## config.mk

```make
export PLATFORM = sky130hd
export DESIGN_NAME = red_pitaya_pdm_dec
export DESIGN_NICKNAME = d
export VERILOG_FILES = /design/src/rtl/red_pitaya_pdm_dec.sv
export SDC_FILE = /design/constraint.sdc
export NUM_CORES = 1
export LEC_CHECK = 0
export BUFFER_PORTS_ARGS = -buffer_cell sky130_fd_sc_hd__clkbuf_2
export CAP_MARGIN = 10
export CORE_MARGIN = 3
export CORE_UTILIZATION = 30
export CTS_BUF_LIST = sky130_fd_sc_hd__clkbuf_2
export CTS_CLUSTER_DIAMETER = 200
export DETAILED_ROUTE_END_ITERATION = 6
export HOLD_SLACK_MARGIN = 0.08
export SYNTH_ARGS = -nofsm -noshare
export SYNTH_HDL_FRONTEND = slang
export SYNTH_SLANG_ARGS = --single-unit
```

## constraint.sdc

```tcl
create_clock -name clk -period 2.63 [get_ports clk]
set_input_delay 0.526 -clock clk [delete_from_list [all_inputs] [get_ports clk]]
set_output_delay 0.526 -clock clk [all_outputs]
set_load 0.02 [all_outputs]
```

## src/rtl/red_pitaya_pdm_dec.sv

```systemverilog
// Multi-channel PDM / sigma-delta bitstream decoder.
// Each channel synchronises its 1-bit input and counts ones over a shared window of rl clocks.
// All channels deliver their counts together on dat with a single-cycle vld strobe.
// ovr is a sticky flag: it records that rng moved while a window was in flight.
module red_pitaya_pdm_dec #(
  parameter int DWC = 8,
  parameter int CHN = 4,
  parameter int SYN = 2
)(
  input  logic                     clk,
  input  logic                     rstn,
  input  logic                     ena,
  input  logic [DWC-1:0]           rng,
  input  logic [CHN-1:0]           pdm_i,
  output logic [CHN-1:0][DWC-1:0]  dat,
  output logic                     vld,
  output logic                     ovr
);

  localparam int FW = (SYN > 1) ? $clog2(SYN) : 1;

  typedef enum logic [1:0] {IDLE, FLUSH, WAIT, RUN} state_t;

  state_t                   state, state_nxt;
  logic [CHN-1:0][SYN-1:0]  syn;
  logic [CHN-1:0]           bits;
  logic [CHN-1:0][DWC-1:0]  acc;
  logic [DWC-1:0]           wcnt;
  logic [DWC-1:0]           rl;
  logic [FW-1:0]            fcnt;
  logic                     chg;
  logic                     flush_done;
  logic                     last;

  // Synchronise each asynchronous PDM input through SYN flops
  always_ff @(posedge clk or negedge rstn) begin
    if (!rstn) begin
      syn <= '0;
    end else begin
      for (int c = 0; c < CHN; c++) begin
        syn[c] <= {syn[c][SYN-2:0], pdm_i[c]};
      end
    end
  end

  // Pick the synchronised bit of every channel and flag the last cycle of a window
  always_comb begin
    bits = '0;
    for (int c = 0; c < CHN; c++) begin
      bits[c] = syn[c][SYN-1];
    end
    flush_done = (fcnt == FW'(SYN-1));
    last       = (state == RUN) && (wcnt == (rl - DWC'(1)));
  end

  // State register
  always_ff @(posedge clk or negedge rstn) begin
    if (!rstn) state <= IDLE;
    else       state <= state_nxt;
  end

  // Next-state logic; dropping ena returns to IDLE from any state
  always_comb begin
    state_nxt = state;
    case (state)
      IDLE:  if (ena) state_nxt = FLUSH;
      FLUSH: if (flush_done) state_nxt = (rng != '0) ? RUN : WAIT;
      WAIT:  if (rng != '0) state_nxt = RUN;
      RUN:   if (last && (rng == '0)) state_nxt = WAIT;
      default: state_nxt = IDLE;
    endcase
    if (!ena) state_nxt = IDLE;
  end

  // Window datapath: accumulate ones, deliver counts at the window boundary, track rng changes
  always_ff @(posedge clk or negedge rstn) begin
    if (!rstn) begin
      acc  <= '0;
      wcnt <= '0;
      rl   <= '0;
      fcnt <= '0;
      chg  <= 1'b0;
      dat  <= '0;
      vld  <= 1'b0;
      ovr  <= 1'b0;
    end else begin
      vld <= 1'b0;
      if (state == IDLE) begin
        acc  <= '0;
        wcnt <= '0;
        fcnt <= '0;
        chg  <= 1'b0;
        ovr  <= 1'b0;
      end else if (ena) begin
        case (state)
          FLUSH: begin
            fcnt <= fcnt + FW'(1);
            acc  <= '0;
            wcnt <= '0;
            chg  <= 1'b0;
            if (flush_done) rl <= rng;
          end
          WAIT: begin
            rl   <= rng;
            acc  <= '0;
            wcnt <= '0;
            chg  <= 1'b0;
          end
          RUN: begin
            if (last) begin
              for (int c = 0; c < CHN; c++) begin
                dat[c] <= acc[c] + DWC'(bits[c]);
              end
              acc  <= '0;
              wcnt <= '0;
              rl   <= rng;
              vld  <= 1'b1;
              chg  <= 1'b0;
              if (chg || (rng != rl)) ovr <= 1'b1;
            end else begin
              for (int c = 0; c < CHN; c++) begin
                acc[c] <= acc[c] + DWC'(bits[c]);
              end
              wcnt <= wcnt + DWC'(1);
              if (rng != rl) chg <= 1'b1;
            end
          end
          default: begin
            acc <= '0;
          end
        endcase
      end
    end
  end

endmodule

```

==> flow_summary.json, run 1 <==
{
  "maxCapViolations": 0,
  "drt_wl_total_um": 10910,
  "yosysWarningCount": 0,
  "yosysTopAreaCell": "dfrtp_1",
  "yosysSeqAreaShare_pct": 50.32,
  "io_pins": 49,
  "dp.cells": 649,
  "drive_above_1_share_pct": 31.66,
  "final_area_sq_um": 5794,
  "end_kind": "register",
  "peakVddDrop_mv": 0.2597,
  "io_buffers": 48,
  "ant_nets": 0,
  "yosysTopAreaCellShare_pct": 50.32,
  "finalClockSkew_ns": 0.04052,
  "instances_no_fill": 684,
  "vias": 3377,
  "post-route-period-util_pct": 107.6,
  "timing.rr.start": "rl[0]",
  "crit_arrival_ns": 3.33,
  "cts_tree": "done",
  "dieArea_sq_um": 17120,
  "fp.dieH_um": 130.8,
  "rows": 44,
  "pre_cts_ws_ns": -0.2488,
  "worst-endpoint-required_ns": 3.13,
  "grt_pass1_wl_um": 17420,
  "ys_top_cells_by_area": "dfrtp_1, mux2_4, xnor2_1",
  "clk_pin_slew_ns": 0.27,
  "syn_inst": 411,
  "yosysMostFrequentCell": "dfrtp_1",
  "first_iter_violations": 158,
  "vias_per_cell": 4.937,
  "critical_path_class": "register to register",
  "cp-endpoint": "dat[12]",
  "p_leak_nw": 2.887,
  "place_area_sq_um": 5333,
  "post_drt_wl_per_cell_um": 15.95,
  "grt_overflow": 0,
  "worst_setup_path_start_kind": "register",
  "hold_path.startpoint": "rng[6]",
  "drt_first_pass_iters": 4,
  "synth_flop_cell": "dfrtp_1",
  "ys_ff_latch": 94,
  "critical_path.startpoint": "rl[0]",
  "fill_cells": 1427,
  "hold_viol": 0,
  "dp_hpwl_um": 6817,
  "grt_pass1_vias": 3384,
  "antenna_found_initial": 0,
  "core-area_sq_um": 14860,
  "rsz0062_at_grt": "yes",
  "clk_latency_ns": 0.60,
  "r2r-end": "dat[12]",
  "crit_path_max_fanout": 5,
  "cts_buffers": 9,
  "final_max_slew_viol_count": 0,
  "clock_sinks": 94,
  "grt_max_degree": 51,
  "reg2reg_depth": 7,
  "gp_congestion": 0.7416,
  "powerDensity_nw_per_um2": 643.4,
  "r2r_setup_slack_ns": -0.20,
  "fin_nets": 523,
  "slew_headroom_pct": 53.60,
  "start_util_pct": 31.45,
  "tightest_slew_ns": 0.6960,
  "cts_max_level": 3,
  "layout_setup_ws_ns": -0.1988,
  "finalSetupViolCount": 41,
  "syn-num-nets": 440,
  "yosys-top-cells-count": "dfrtp_1, xnor2_1, nand3_1",
  "status": "complete, but fails checks",
  "areaGrowthSynthToFinish_pct": 23.96,
  "track_usage_pct": 12.94,
  "synth.avg_cell_area_sq_um": 11.37,
  "hold_class": "primary input to register",
  "cts_buffer_depth": 2,
  "clockRootBuffer": "clkbuf_2",
  "clock.fmax_mhz": 353.5,
  "ys_async_sr_fraction_pct": 100.0,
  "synth.lib_cells_used.distinct": 45,
  "syn_area_sq_um": 4674,
  "drc": 0,
  "synth_edf_count": 0,
  "violations": "setup timing",
  "period_needed_ns": 2.829,
  "die_w_um": 130.8
}
flip-flops by register name, summed over array words and instances, names as in the netlist, 2 cells and up:
name / count
acc: 32
dat: 32
rl: 8
wcnt: 8
bits: 4
syn: 4
state: 2
worst min path at each step:
stage               endpoint  slack, ns  cells after the start
floorplan             acc[0]       0.23                      0
detailed placement   bits[0]       0.34                      0
global route           rl[5]       0.14                      2
global placement     bits[2]       0.33                      0
finish                 rl[6]       0.19                      2
CTS                    rl[6]       0.17                      2
critical path, stage by stage, from the launching register on:
cell,delay (ns)
dfrtp_1,0.49
or4_4,0.60
a2111oi_4,0.26
nor3_4,0.07
or3_4,0.38
or3_4,0.45
clkbuf_16,0.20
mux2_4,0.29
cell families after synthesis:
logic type,after synthesis,share of synthesized area (%)
flip-flops,94,50.32
multiplexers,43,11.96
AND/OR/NAND/NOR,115,12.66
XOR/XNOR,42,8.164
buffers and inverters,38,3.640
AO/OA/AOI/OAI,65,9.502
adder cells (fa/ha/maj),14,3.747
stage by stage:
stage / TNS [ns] / utilization (%) / power (mW) / hold WS (ns)
floorplan: -5.887 / - / 2.417 / 0.2304
global placement: -5.138 / 35.88 / 2.830 / 0.3329
detailed placement: -7.865 / 35.88 / 2.865 / 0.3356
CTS: -5.193 / 37.53 / 3.597 / 0.1664
global route: -9.866 / 38.96 / 3.981 / 0.1402
finish: -6.095 / 38.98 / 3.728 / 0.1931
what timing repair did:
action                                 CTS  global route
endpoints found under the hold margin   53             0
setup buffers                            3             3
hold buffers                             5             0
setup endpoints to repair               40            65
gates resized for setup                  6            24
pin swaps                                1            14
gates cloned                             2             5
power breakdown:
group	internal, mW	switching (mW)	leakage, nW	total (mW)
registers	1.56	0.0999	1.24	1.66
clock network	0.149	0.551	0.0655	0.699
logic	0.676	0.695	1.58	1.37
total	2.38	1.35	2.89	3.73
metal layers:
metal | global-route usage, % | part of all wire, % | up-vias
li1 | - | - | 1618
met1 | 17.77 | 49 | 1703
met2 | 20.89 | 47 | 49
met3 | 2.683 | 2.6 | 7
met4 | 3.448 | 1.3 | 0
met5 | 0 | 0 | -
cell type report:
class / instances / area (sq um) / share of cell area (%)
Multi-Input combinational cell: 279 / 2278 / 39.32
Clock inverter: 6 / 53.80 / 0.9285
Antenna cell: 1 / 2.502 / 0.04319
Timing Repair Buffer: 91 / 755.7 / 13.04
Tap cell: 184 / 230.2 / 3.973
Inverter: 19 / 71.32 / 1.231
Clock buffer: 10 / 50.05 / 0.8637
Sequential cell: 94 / 2352 / 40.60
layout by cell type, fill, tap and decap left out, types with 3 or more instances in the layout:
cell type,count
dfrtp_1,94
and3_1,4
nor4_1,3
mux2_4,24
xnor2_1,30
clkbuf_16,4
nor2_1,16
a21oi_1,9
a22o_1,12
a21o_1,8
inv_1,17
clkbuf_2,57
dlygate4sd3_1,5
o21ai_1,5
o21ai_0,15
nor3b_1,5
nor3_1,8
xor2_1,11
mux2i_1,9
buf_4,22
buf_6,8
nand2b_1,3
ha_1,13
inv_6,3
nand3_1,27
nand2_1,26
buf_12,3
or3_1,7
mux2_2,10
No activity file was read; power rests on OpenSTA's default activity.
==> run 2, diff against run 1 <==
- CELL_PAD_IN_SITES_DETAIL_PLACEMENT: default -> 0
- CELL_PAD_IN_SITES_GLOBAL_PLACEMENT: default -> 2
- CORE_MARGIN: 3 -> default
- CORE_UTILIZATION: 30 -> 25
- PLACE_DENSITY_LB_ADDON: default -> 0.1
==> run 2 against run 1 <==
  * The flow finishes with violations (DRC, setup timing)
  * Worst hold slack lost 0.0099 ns
  * Highest routed layer unchanged
  * Sequential power is essentially flat
  * Global-route usage shrank 0.65 points
  * First-iteration DRC count shrank 28%
  * Utilization shrank 7.5 points
  * Critical path depth grew 2
  * Count of clock-buffer cells in the layout shrank 1
  * Register-to-register slack gained 0.05 ns
  * Largest power group unchanged
  * Sequential share of layout area grew 0.57 points
  * Design area shrank 1.4%
==> flow_summary.json, run 2 (synthesis results as in run 1) <==
{
  "cts_buffer_depth": 2,
  "vias": 3251,
  "grt_overflow": 0,
  "track_usage_pct": 12.28,
  "first_iter_violations": 114,
  "start_util_pct": 25.76,
  "pre_cts_ws_ns": -0.2738,
  "pwr-share-seq_pct": 44.8,
  "post_drt_wl_per_cell_um": 15.29,
  "globalRouteMet2Util_pct": 19.10,
  "final_cell_mix": "dfrtp_1, clkbuf_2, xnor2_1, buf_4, nand3_1",
  "cpPeakStageDelay_ns": 0.48,
  "core-area_sq_um": 18150,
  "swShare_pct": 35.58,
  "p_leak_nw": 2.829,
  "clock.fmax_mhz": 359.2,
  "dieArea_sq_um": 19250,
  "worst_setup_path_start_kind": "register",
  "dp_hpwl_um": 7262,
  "maxCapViolations": 0,
  "gp_congestion": 0.7127,
  "timing.rr.start": "rl[1]",
  "cp-endpoint": "dat[27]",
  "cp_top_family": "simple AND/OR/NAND/NOR gates",
  "end_kind": "register",
  "layout_setup_ws_ns": -0.1537,
  "areaGrowthSynthToFinish_pct": 22.24,
  "slew_headroom_pct": 62.38,
  "hold_class": "primary input to register",
  "met1_usage_pct": 16.67,
  "vias_per_cell": 4.466,
  "peakVddDrop_mv": 0.2253,
  "drive_above_1_share_pct": 29.98,
  "p_sw_mw": 1.318,
  "drt_first_pass_iters": 6,
  "clk_latency_ns": 0.62,
  "clockRootBuffer": "clkbuf_2",
  "final_max_slew_viol_count": 0,
  "powerDensity_nw_per_um2": 648.4,
  "r2r-end": "dat[27]",
  "tightest_slew_ns": 0.5643,
  "io_pins": 49,
  "cp_num_cells": 9,
  "clkPwrFrac_pct": 21.5,
  "layout_commonest_cell": "dfrtp_1",
  "p_total_mw": 3.705,
  "drc": 4,
  "clk_pin_slew_ns": 0.27,
  "finalClockSkew_ns": 0.04506,
  "rsz0062_at_grt": "yes",
  "antenna_found_initial": 1,
  "worst-endpoint-required_ns": 3.16,
  "cts_max_level": 3,
  "period_needed_ns": 2.784,
  "gr-max-usage-layer": "met2",
  "rows": 49,
  "io_buffers": 48,
  "dp.cells": 701,
  "critical_path.startpoint": "rl[1]",
  "worst-path-buf-inv": 2,
  "crit_path_max_fanout": 16,
  "clock_sinks": 94,
  "reg2reg_depth": 9,
  "grt_pass1_vias": 3475,
  "fill_cells": 1880,
  "comb_power_share_pct": 33.7,
  "drt_wl_total_um": 11130,
  "path_cells": "inv_1 -> ha_2 -> nor3b_4 -> a22oi_1 -> or3b_1 -> or3_4 -> or3_4 -> buf_12 -> mux2_4",
  "fp.dieH_um": 138.7,
  "violations": "DRC, setup timing",
  "r2r_setup_slack_ns": -0.15,
  "die_w_um": 138.7,
  "hold_viol": 0,
  "post-route-period-util_pct": 105.8,
  "critical_path_class": "register to register",
  "status": "complete, but fails checks",
  "whs_ns": 0.1832,
  "whs_path_depth": 2,
  "top_regs": "acc: 32 flops, dat: 32 flops",
  "grt_pass1_wl_um": 18310,
  "use_met3_pct": 2.141,
  "finalSetupViolCount": 38,
  "p_int_mw": 2.387,
  "final_core_util_pct": 31.49,
  "crit_arrival_ns": 3.32,
  "instances_no_fill": 728,
  "cp_common_cell": "or3_4",
  "fin_nets": 521,
  "cts_tree": "done",
  "critPathSlowestCell": "dfrtp_1",
  "grt_max_degree": 95,
  "cts_buffers": 9,
  "ant_nets": 0
}
run 2: what timing repair did:
action                                  4_1_cts  5_1_grt
pin swaps                                     1        1
gates resized for setup                      11        3
endpoints found under the setup margin       41       51
setup buffers                                 2        1
cloned                                        1        0
hold buffers                                  5        0
endpoints found under the hold margin        98        0
run 2: final cells by class:
type	count	area (sq um)	area share, %
multi-input combinational	279	2245	39.28
sequential	94	2352	41.16
inverter	19	71.32	1.248
timing repair buffer	89	626.9	10.97
tap	229	286.5	5.014
clock buffer	9	45.04	0.7883
antenna	2	5.005	0.08758
clock inverter	7	82.58	1.445
run 2: power by group through the flow:
stage	clock (mW)	combinational, mW	sequential, mW
floorplan	0	0.719	1.70
global placement	0	1.23	1.68
detailed placement	0	1.23	1.68
CTS	0.856	1.28	1.66
global route	0.897	1.40	1.67
finish	0.798	1.25	1.66
run 2: metrics by stage:
step | setup TNS (ns) | area, sq um
floorplan | -5.887 | 4737
global placement | -7.103 | 5429
detailed placement | -9.484 | 5429
CTS | -6.026 | 5688
global route | -10.99 | 5714
finish | -4.670 | 5714
run 2: how the worst min path moves through the flow:
| stage | from | endpoint |
|---|---|---|
| after floorplan | rstn | acc[0] |
| after global placement | syn[4] | bits[2] |
| after detailed placement | syn[2] | bits[1] |
| after CTS | rng[3] | rl[3] |
| after global routing | rng[3] | rl[3] |
| final | rng[7] | rl[7] |
run 2: per-layer routing:
layer	routed length (um)	up-vias
li1	-	1609
met1	5697	1591
met2	4941	39
met3	274	12
met4	216	0
met5	0	-
